[config.mk]
export PLATFORM = sky130hd
export DESIGN_NAME = regfile_param_flat
export DESIGN_NICKNAME = d
export VERILOG_FILES = /design/src/rtl/regfile_param_if.sv /design/src/rtl/regfile_param.sv /design/src/flat_wrapper.sv
export SDC_FILE = /design/constraint.sdc
export NUM_CORES = 1
export LEC_CHECK = 0
export ABC_AREA = 1
export CAP_MARGIN = 20
export CORE_MARGIN = 2
export CORE_UTILIZATION = 60
export DETAILED_ROUTE_END_ITERATION = 7
export HOLD_SLACK_MARGIN = 0.12
export PLACE_DENSITY = 0.89
export SLEW_MARGIN = 5
export SYNTH_ARGS = -nofsm -noshare
export SYNTH_HDL_FRONTEND = slang
export SYNTH_SLANG_ARGS = --single-unit
[constraint.sdc]
create_clock -name CLK -period 3.87 [get_ports CLK]
set_input_delay 0.774 -clock CLK [delete_from_list [all_inputs] [get_ports CLK]]
set_output_delay 0.774 -clock CLK [all_outputs]
set_load 0.01 [all_outputs]
[src/rtl/regfile_param_if.sv]
// Register file bus: two read ports, one write port, reserve port and clear control.
// The decode/writeback side uses the master modport and the register file uses slave.
interface regfile_param_if #(
    parameter int WIDTH = 8,
    parameter int DEPTH = 8
);
    localparam int ADDR_W = $clog2(DEPTH);

    logic [ADDR_W-1:0] SA;
    logic [ADDR_W-1:0] SB;
    logic [WIDTH-1:0]  DataA;
    logic [WIDTH-1:0]  DataB;
    logic              LD;
    logic [ADDR_W-1:0] DR;
    logic [WIDTH-1:0]  D_in;
    logic              RSV;
    logic [ADDR_W-1:0] RSV_DR;
    logic              BUSY_A;
    logic              BUSY_B;
    logic              CLR;
    logic              CLR_BUSY;

    modport master (
        output SA, SB, LD, DR, D_in, RSV, RSV_DR, CLR,
        input  DataA, DataB, BUSY_A, BUSY_B, CLR_BUSY
    );

    modport slave (
        input  SA, SB, LD, DR, D_in, RSV, RSV_DR, CLR,
        output DataA, DataB, BUSY_A, BUSY_B, CLR_BUSY
    );
endinterface

[src/rtl/regfile_param.sv]
// Parametrised register file: two combinational read ports with write-first
// bypass, one synchronous write port, per-register busy scoreboard and a
// one-register-per-cycle clear sweep.
// Optional feature macro: ZERO_REG_EN (register 0 hardwired to zero).
module regfile_param #(
    parameter  int WIDTH  = 8,
    parameter  int DEPTH  = 8,
    localparam int ADDR_W = $clog2(DEPTH)
) (
    input  logic          CLK,
    input  logic          RESET_N,
    regfile_param_if.slave bus
);

`ifdef ZERO_REG_EN
    localparam bit ZERO_REG = 1'b1;
`else
    localparam bit ZERO_REG = 1'b0;
`endif

    typedef enum logic {
        IDLE  = 1'b0,
        CLEAR = 1'b1
    } state_t;

    state_t            state_reg;
    state_t            state_next;
    logic [ADDR_W-1:0] cnt_reg;
    logic [ADDR_W-1:0] cnt_next;

    logic [DEPTH-1:0][WIDTH-1:0] regs_q;
    logic [DEPTH-1:0]            busy_q;

    logic idle;
    logic wr_en;
    logic rsv_en;

    assign idle   = (state_reg == IDLE);
    // Writes and reserves only act outside the sweep; address 0 is dropped
    // when it is the hardwired zero register.
    assign wr_en  = bus.LD  && idle && !(ZERO_REG && (bus.DR == '0));
    assign rsv_en = bus.RSV && idle && !(ZERO_REG && (bus.RSV_DR == '0));

    // Sweep state and counter register.
    always_ff @(posedge CLK or negedge RESET_N) begin
        if (!RESET_N) begin
            state_reg <= IDLE;
            cnt_reg   <= '0;
        end else begin
            state_reg <= state_next;
            cnt_reg   <= cnt_next;
        end
    end

    // Sweep next-state: start on CLR, walk every index once, then return.
    always_comb begin
        state_next = state_reg;
        cnt_next   = cnt_reg;
        case (state_reg)
            IDLE: begin
                if (bus.CLR) begin
                    state_next = CLEAR;
                    cnt_next   = '0;
                end
            end
            CLEAR: begin
                cnt_next = cnt_reg + 1'b1;
                if (cnt_reg == ADDR_W'(DEPTH - 1)) begin
                    state_next = IDLE;
                end
            end
        endcase
    end

    genvar gi;
    generate
        for (gi = 0; gi < DEPTH; gi++) begin : g_reg
            if (ZERO_REG && (gi == 0)) begin : g_zero
                assign regs_q[gi] = '0;
                assign busy_q[gi] = 1'b0;
            end else begin : g_store
                logic [WIDTH-1:0] data_reg;
                logic             busy_reg;
                logic             clear_hit;
                logic             wr_hit;
                logic             rsv_hit;

                assign clear_hit = (state_reg == CLEAR) && (cnt_reg == ADDR_W'(gi));
                assign wr_hit    = wr_en  && (bus.DR     == ADDR_W'(gi));
                assign rsv_hit   = rsv_en && (bus.RSV_DR == ADDR_W'(gi));

                // Per-register storage: sweep clears, a write lands data and
                // releases busy, a reserve (even alongside a write) sets busy.
                always_ff @(posedge CLK or negedge RESET_N) begin
                    if (!RESET_N) begin
                        data_reg <= '0;
                        busy_reg <= 1'b0;
                    end else if (clear_hit) begin
                        data_reg <= '0;
                        busy_reg <= 1'b0;
                    end else begin
                        if (wr_hit) begin
                            data_reg <= bus.D_in;
                        end
                        if (rsv_hit) begin
                            busy_reg <= 1'b1;
                        end else if (wr_hit) begin
                            busy_reg <= 1'b0;
                        end
                    end
                end

                assign regs_q[gi] = data_reg;
                assign busy_q[gi] = busy_reg;
            end
        end
    endgenerate

    // Read ports: write-first bypass, forced to zero while in reset.
    always_comb begin
        bus.DataA = '0;
        bus.DataB = '0;
        if (RESET_N) begin
            bus.DataA = (wr_en && (bus.DR == bus.SA)) ? bus.D_in : regs_q[bus.SA];
            bus.DataB = (wr_en && (bus.DR == bus.SB)) ? bus.D_in : regs_q[bus.SB];
        end
    end

    assign bus.BUSY_A   = busy_q[bus.SA];
    assign bus.BUSY_B   = busy_q[bus.SB];
    assign bus.CLR_BUSY = (state_reg == CLEAR);

endmodule
[src/flat_wrapper.sv]
// flat-port wrapper written by rule: the top's interface ports become plain ports
module regfile_param_flat 
#(
    parameter  int WIDTH  = 8,
    parameter  int DEPTH  = 8,
    localparam int ADDR_W = $clog2(DEPTH)
)
  (CLK, RESET_N, bus_SA, bus_SB, bus_LD, bus_DR, bus_D_in, bus_RSV, bus_RSV_DR, bus_CLR, bus_DataA, bus_DataB, bus_BUSY_A, bus_BUSY_B, bus_CLR_BUSY);
  regfile_param_if #(.WIDTH(WIDTH), .DEPTH(DEPTH)) bus_i ();
  input  logic CLK;
  input  logic RESET_N;
  input wire logic [$bits(bus_i.SA)-1:0] bus_SA;
  input wire logic [$bits(bus_i.SB)-1:0] bus_SB;
  input wire logic [$bits(bus_i.LD)-1:0] bus_LD;
  input wire logic [$bits(bus_i.DR)-1:0] bus_DR;
  input wire logic [$bits(bus_i.D_in)-1:0] bus_D_in;
  input wire logic [$bits(bus_i.RSV)-1:0] bus_RSV;
  input wire logic [$bits(bus_i.RSV_DR)-1:0] bus_RSV_DR;
  input wire logic [$bits(bus_i.CLR)-1:0] bus_CLR;
  output wire logic [$bits(bus_i.DataA)-1:0] bus_DataA;
  output wire logic [$bits(bus_i.DataB)-1:0] bus_DataB;
  output wire logic [$bits(bus_i.BUSY_A)-1:0] bus_BUSY_A;
  output wire logic [$bits(bus_i.BUSY_B)-1:0] bus_BUSY_B;
  output wire logic [$bits(bus_i.CLR_BUSY)-1:0] bus_CLR_BUSY;
  assign bus_i.SA = bus_SA;
  assign bus_i.SB = bus_SB;
  assign bus_i.LD = bus_LD;
  assign bus_i.DR = bus_DR;
  assign bus_i.D_in = bus_D_in;
  assign bus_i.RSV = bus_RSV;
  assign bus_i.RSV_DR = bus_RSV_DR;
  assign bus_i.CLR = bus_CLR;
  assign bus_DataA = bus_i.DataA;
  assign bus_DataB = bus_i.DataB;
  assign bus_BUSY_A = bus_i.BUSY_A;
  assign bus_BUSY_B = bus_i.BUSY_B;
  assign bus_CLR_BUSY = bus_i.CLR_BUSY;
  regfile_param #(.WIDTH(WIDTH), .DEPTH(DEPTH)) u_core (.CLK(CLK), .RESET_N(RESET_N), .bus(bus_i));
endmodule
==> summary.md, run 1 <==
| Metric | Value |
|---|---|
| P_leak | 2.52 nW |
| Tightest Pin Transition | 737 ps |
| Total Power | 2.84 mW |
| Number of global-route vias before repair | 4,933 |
| Synth area leader | dfrtp_1 |
| Internal | 1.74 mW |
| Die span in y | 93.0 um |
| Final hold vios | 0 |
| Io pins | 44 |
| Max Clock Skew | 5.67 ps |
| Synthesized cell area | 0.00476 sq mm |
| Required time worst endpoint | 3100 ps |
| Max Fanout on Critical Path | 13 |
| Share of layout cells above drive strength 1 | 8.56% |
| Core area | 0.00769 sq mm |
| Final cycle utilization of the critical path | 94.0% |
| Layout Area Growth over Synthesis | 15.5% |
| DRC viols | 0 |
| Clock Latency Late Sink | 360 ps |
| Switching Share | 38.8% |
| Synth top area share | 40.0% |
| Syn_nets | 727 |
| Unrepaired setup endpoints after global routing | false |
| Mean area per synthesized cell | 6.83 sq um |
| Crit Path Class | input pin to output pin |
| Initial Utilization | 61.9% |
| Synth top area cells | dfrtp_1, nand3_1, nand2_1 |
| CP startpoint kind | input pin |
| Cell variety after synth | 22 |
| Met3 Resource Use GR | 6.29% |
| Max-Cap Viols | 0 |
| DR WL/cell | 18.2 um |
| Placed cell count | 824 |
| Fin Hold WS | 347 ps |
| Clock share of power | 23.7% |
| Most common cell after layout, fill and taps aside | nand2_1 |
| CTS tree | done |
| Synthesis-stage register bit count | 76 |
| First-pass GRT wire length | 24.3 mm |
| Clk slew on worst S/H paths | 80 ps |
| Fin cells | 838 |
| Hold buffers post-CTS | 0 |
| Number of flip-flops in the largest register | 64 |
| Seq pwr share | 43.2% |
| GRT Total Usage | 36.6% |
| Final nets | 764 |
| TritonCTS Buffers | 9 |
| GR peak layer | met2 |
| PortBufs | 43 |
| Worst slew margin | 50.8% |
| Register area share after synthesis | 40.0% |
| GP Congestion | 1.03 |
| DIE AREA | 0.00865 sq mm |
| Setup tns final | 0 ps |
| Initial antenna violation count | 0 |
| Arrival time at the worst endpoint | 2860 ps |
| Worst Setup SP | bus_SA[1] |
| Post-cts resize count | 0 |
| Hold Crit Class | input pin to async pin |
| Final ANT Viol Nets | 0 |
| Synth Flop Type | dfrtp_1 |
| Net switching power | 1.10 mW |
| Crit path largest cell delay | 560 ps |
| Critical Path End Type | output pin |
| Bufs on Longest Clock Path | 2 |
| Setup WS pre-CTS | 251 ps |
| Asr flop ratio synth | 100% |
| Slew Limit Fails | 0 |
| Final setup viols | 0 |
| Pwr dens | 517 mW/mm^2 |
| Setup Fix Bufs, Post-CTS | 0 |
| Total number of vias | 5,282 |
| Synthesis warning total | 0 |
| H-Tree Depth | 3 |
| Worst IR Drop VDD | 392 uV |
| Most frequent cells in the layout | nand2_1, nand3_1, dfrtp_1 |
| Die width | 93.0 um |
| Fillcell total | 655 |
| Ant. Diodes | 0 |
| Number of synthesized flops with an enable pin | 0 |
| DRT Wirelength | 15.2 mm |
| FP Rows | 32 |
| Cell count after synthesis | 696 |
| Final HPWL DP | 10.6 mm |
| Met2 usage | 57.4% |
| CP Cell Sequence | clkdlybuf4s50_1 > buf_4 > nor2_1 > nor2_2 > nand2_4 > clkinv_2 > nor2_1 > nor2_2 > clkdlybuf4s50_1 |
| Met1 Resource Use GR | 48.3% |
| Combinational share of power | 33.0% |
| Max Fclk | 275 MHz |
| Final WS setup | 232 ps |
| Minimum clock period | 3640 ps |
| Slowest-stage cell, CP | clkdlybuf4s50_1 |
| Clock root buffer | clkbuf_8 |
| Outcome | finished clean |
| R2r startpoint | u_core.bus.CLR_BUSY$_DFF_PN0_ |
| Clock Sinks | 76 |
| Drt pass-1 iters | 5 |
| Congestion Overflow GR | 0 |
| DR iter-0 viols | 837 |
| Drt via density | 6.30 |
| Pin count of the biggest net entering global routing | 59 |
final timing paths:
path	depth (start not counted)	slack (ps)	to
max reg2reg	6	1850	u_core.g_reg[5].g_store.data_reg[2]$_DFFE_PN0P_
max in group asynchronous	2	2440	u_core.g_reg[7].g_store.data_reg[2]$_DFFE_PN0P_
min reg2reg	2	530	u_core.g_reg[5].g_store.busy_reg$_DFFE_PN0P_
max	9	230	bus_DataA[2]
min in group CLK	2	530	u_core.g_reg[5].g_store.busy_reg$_DFFE_PN0P_
min	1	350	u_core.g_reg[4].g_store.data_reg[4]$_DFFE_PN0P_
power groups by stage:
stage	registers, mW	clock network (mW)	logic, mW
after floorplan	1.16	0	0.628
after global placement	1.21	0	0.878
after detailed placement	1.23	0	0.919
after CTS	1.21	0.673	0.924
after global routing	1.25	0.697	1.04
final	1.23	0.674	0.938
cells in the mapped netlist (5+ instances only):
cell / count
nand2_2: 5
dfrtp_1: 76
nor2_4: 5
buf_2: 21
o21ai_1: 27
inv_1: 22
ha_1: 6
clkbuf_1: 8
nand3_1: 184
inv_2: 8
a21oi_1: 7
nor2_1: 43
nor2_2: 10
nand2_1: 214
o21ai_0: 49
layer usage:
layer	wire length [um]	up-vias
met3	1770	65
met4	707	0
met2	6970	396
met1	5780	2430
li1	-	2391
met5	0	-
cell families (layout without fill, tap and decap cells):
logic type,count (synthesis),in the layout,synth area share (%)
adder cells (fa/ha/maj),6,6,1.58
AND/OR/NAND/NOR,464,464,43.5
AO/OA/AOI/OAI,84,84,8.87
flip-flops,76,76,40.0
buffers and inverters,66,106,6.10
worst max-delay path, delay by kind of cell:
family | cells | cell delay, ps
buffers and inverters | 4 | 1410
AND/OR/NAND/NOR | 5 | 670
metrics by stage:
stage | utilization (%) | instance area (sq um)
floorplan | - | 4760
global placement | 68.7 | 5280
detailed placement | 68.7 | 5280
CTS | 71.4 | 5490
global route | 71.4 | 5490
finish | 71.4 | 5490
cell type report:
class                   count  area [sq um]  share of cell area [%]
flip-flops and latches     76          1900                    34.6
well taps                 102           128                    2.32
inverters                  33           125                    2.28
repair buffers             59           561                    10.2
clock inverters             4          75.1                    1.37
multi-input cells         554          2560                    46.7
clock buffers              10           138                    2.51
Power figures use the tool's default switching activity.
==> run 2, diff against run 1 <==
- CTS_CLUSTER_DIAMETER: not set -> 30
- REMOVE_ABC_BUFFERS: not set -> 1
==> summary.md, run 2 (synthesis results as in run 1) <==
| Metric | Value |
|---|---|
| Outcome | finished clean |
| Pin count of the biggest net entering global routing | 50 (-15%) |
| Hold Crit Class | input pin to async pin |
| Fillcell total | 632 (-3.5%) |
| DR iter-0 viols | 794 (-5.1%) |
| CTS tree | done |
| FP Rows | 32 (unchanged) |
| Unrepaired setup endpoints after global routing | false |
| First-pass GRT wire length | 25.7 mm (+5.7%) |
| Worst IR Drop VDD | 480 uV (+22%) |
| Io pins | 44 (unchanged) |
| Final core utilization | 72.5% (+1.0 points) |
| GRT Total Usage | 39.1% (+2.5 points) |
| Final hold vios | 0 (unchanged) |
| Hold buffers post-CTS | 0 (unchanged) |
| Number of global-route vias before repair | 5,055 (+2.5%) |
| Bufs on Longest Clock Path | 2 (unchanged) |
| DRT Wirelength | 16.3 mm (+6.8%) |
| Crit-path leading delay family | buffers and inverters |
| H-Tree Depth | 3 (unchanged) |
| Layout Area Growth over Synthesis | 17.1% |
| Final cycle utilization of the critical path | 93.4% (-0.59 points) |
| Drt via density | 6.39 (+1.3%) |
| Number of flip-flops in the largest register | 64 (unchanged) |
| Critical Path End Type | output pin |
| Slowest-stage cell, CP | clkdlybuf4s50_1 |
| GP Congestion | 1.05 (+1.8%) |
| Setup crit end | bus_DataA[3] |
| Most common cell after layout, fill and taps aside | nand2_1 |
| Share of layout cells above drive strength 1 | 9.41% (+0.85 points) |
| Final ANT Viol Nets | 0 (unchanged) |
| Arrival time at the worst endpoint | 2840 ps (-20 ps) |
| DRC viols | 0 (unchanged) |
| CP bufs+invs | 4 (unchanged) |
| Clock Latency Late Sink | 360 ps (about the same) |
| Max Fclk | 277 MHz (+0.63%) |
| DIE AREA | 0.00865 sq mm (unchanged) |
| Clock Sinks | 76 (unchanged) |
| Multi-input gate area | 0.00256 sq mm (unchanged) |
| FF-to-FF setup slack | 1830 ps (-20 ps) |
| P_leak | 2.57 nW (+2.0%) |
| Initial antenna violation count | 0 (unchanged) |
| Clock root buffer | clkbuf_8 |
| Post-cts resize count | 0 (unchanged) |
| Die width | 93.0 um (unchanged) |
| Final setup viols | 0 (unchanged) |
| Clk slew on worst S/H paths | 80 ps (about the same) |
| Final HPWL DP | 11.1 mm (+4.8%) |
| Total number of vias | 5,403 (+2.3%) |
| Setup tns final | 0 ps (unchanged) |
| R2r endpoint | u_core.g_reg[5].g_store.data_reg[4]$_DFFE_PN0P_ |
| CP startpoint kind | input pin |
| Pwr dens | 529 mW/mm^2 (+2.4%) |
| Crit path largest cell delay | 630 ps (+70 ps) |
| DR WL/cell | 19.2 um (+5.8%) |
| Most frequent cells in the layout | nand2_1, nand3_1, dfrtp_1 |
| Required time worst endpoint | 3100 ps (about the same) |
| Setup Fix Bufs, Post-CTS | 0 (unchanged) |
| Max Clock Skew | 6.16 ps (+0.488 ps) |
| Final nets | 771 (+0.92%) |
| Placed Instance Area | 0.00533 sq mm (+1.0%) |
| Die span in y | 93.0 um (unchanged) |
| Cell area after layout | 0.00557 sq mm (+1.4%) |
| CP Cell Sequence | clkdlybuf4s50_1 > inv_2 > nand2_1 > nand2_1 > nor2_2 > nand2_4 > clkinv_2 > nor2_1 > nor2_2 > clkdlybuf4s50_1 |
| Worst Setup SP | bus_DR[0] |
| Slew Limit Fails | 0 (unchanged) |
| TritonCTS Buffers | 9 (unchanged) |
| Tightest Pin Transition | 716 ps (-21.0 ps) |
| PortBufs | 43 (unchanged) |
| R2r startpoint | u_core.bus.CLR_BUSY$_DFF_PN0_ |
| CP Depth | 10 (+1) |
| Minimum clock period | 3620 ps (-22.8 ps) |
| Worst slew margin | 52.1% (+1.3 points) |
| Drt pass-1 iters | 6 (+1) |
| Length in cells of the worst reg-to-reg path | 6 (unchanged) |
| Ant. Diodes | 0 (unchanged) |
| Register area | 0.00190 sq mm (unchanged) |
| Core area | 0.00769 sq mm (unchanged) |
| Max-Cap Viols | 0 (unchanged) |
| Initial Utilization | 61.9% (unchanged) |
| Max Fanout on Critical Path | 7 (-6) |
| Crit Path Class | input pin to output pin |
| Congestion Overflow GR | 0 (unchanged) |
run 2: cell count changes in the layout (fill, tap and decap cells not counted):
| cell | delta |
|---|---|
| bufinv_16 | +1 |
| clkinvlp_4 | -1 |
| buf_4 | +7 |
| clkbuf_1 | +1 |
run 2: stage by stage:
step | std cells | worst slack (ps) | power (mW) | hold WS, ps
floorplan | 663 | 1430 | 1.76 | 469
global placement | 831 | 299 | 2.11 | 490
detailed placement | 831 | 298 | 2.17 | 504
CTS | 846 | 289 | 2.91 | 438
global route | 846 | 81.4 | 3.11 | 441
finish | 846 | 255 | 2.95 | 418
run 2: final cells by class:
cell class | count | area share, %
multi-input cells | 554 | 46.0
flip-flops and latches | 76 | 34.1
repair buffers | 66 | 11.0
clock buffers | 11 | 2.54
well taps | 102 | 2.29
inverters | 33 | 2.25
clock inverters | 4 | 1.75
run 2: how the worst min path moves through the flow:
stage                                                       to  slack [ps]                                         start  cells after the start
2_1_floorplan     u_core.g_reg[1].g_store.busy_reg$_DFFE_PN0P_         470  u_core.g_reg[1].g_store.busy_reg$_DFFE_PN0P_                      2
3_3_place_gp      u_core.g_reg[2].g_store.busy_reg$_DFFE_PN0P_         490  u_core.g_reg[2].g_store.busy_reg$_DFFE_PN0P_                      2
3_5_place_dp      u_core.g_reg[1].g_store.busy_reg$_DFFE_PN0P_         500  u_core.g_reg[1].g_store.busy_reg$_DFFE_PN0P_                      2
4_1_cts        u_core.g_reg[2].g_store.data_reg[0]$_DFFE_PN0P_         440                                       RESET_N                      1
5_1_grt        u_core.g_reg[2].g_store.data_reg[0]$_DFFE_PN0P_         440                                       RESET_N                      1
6_report       u_core.g_reg[2].g_store.data_reg[1]$_DFFE_PN0P_         420                                       RESET_N                      1
run 2: power breakdown:
| part | total, mW | switching (mW) | internal, mW |
|---|---|---|---|
| sequential | 1.23 | 0.220 | 1.01 |
| clock | 0.743 | 0.300 | 0.443 |
| combinational | 0.971 | 0.613 | 0.358 |
run 2: per-layer routing:
metal | up-vias | GRT usage [%] | part of all wire, %
li1 | 2405 | - | -
met1 | 2472 | 48.6 | 35
met2 | 406 | 62.5 | 45
met3 | 120 | 9.99 | 12
met4 | 0 | 21.6 | 7.2
met5 | - | 0 | 0
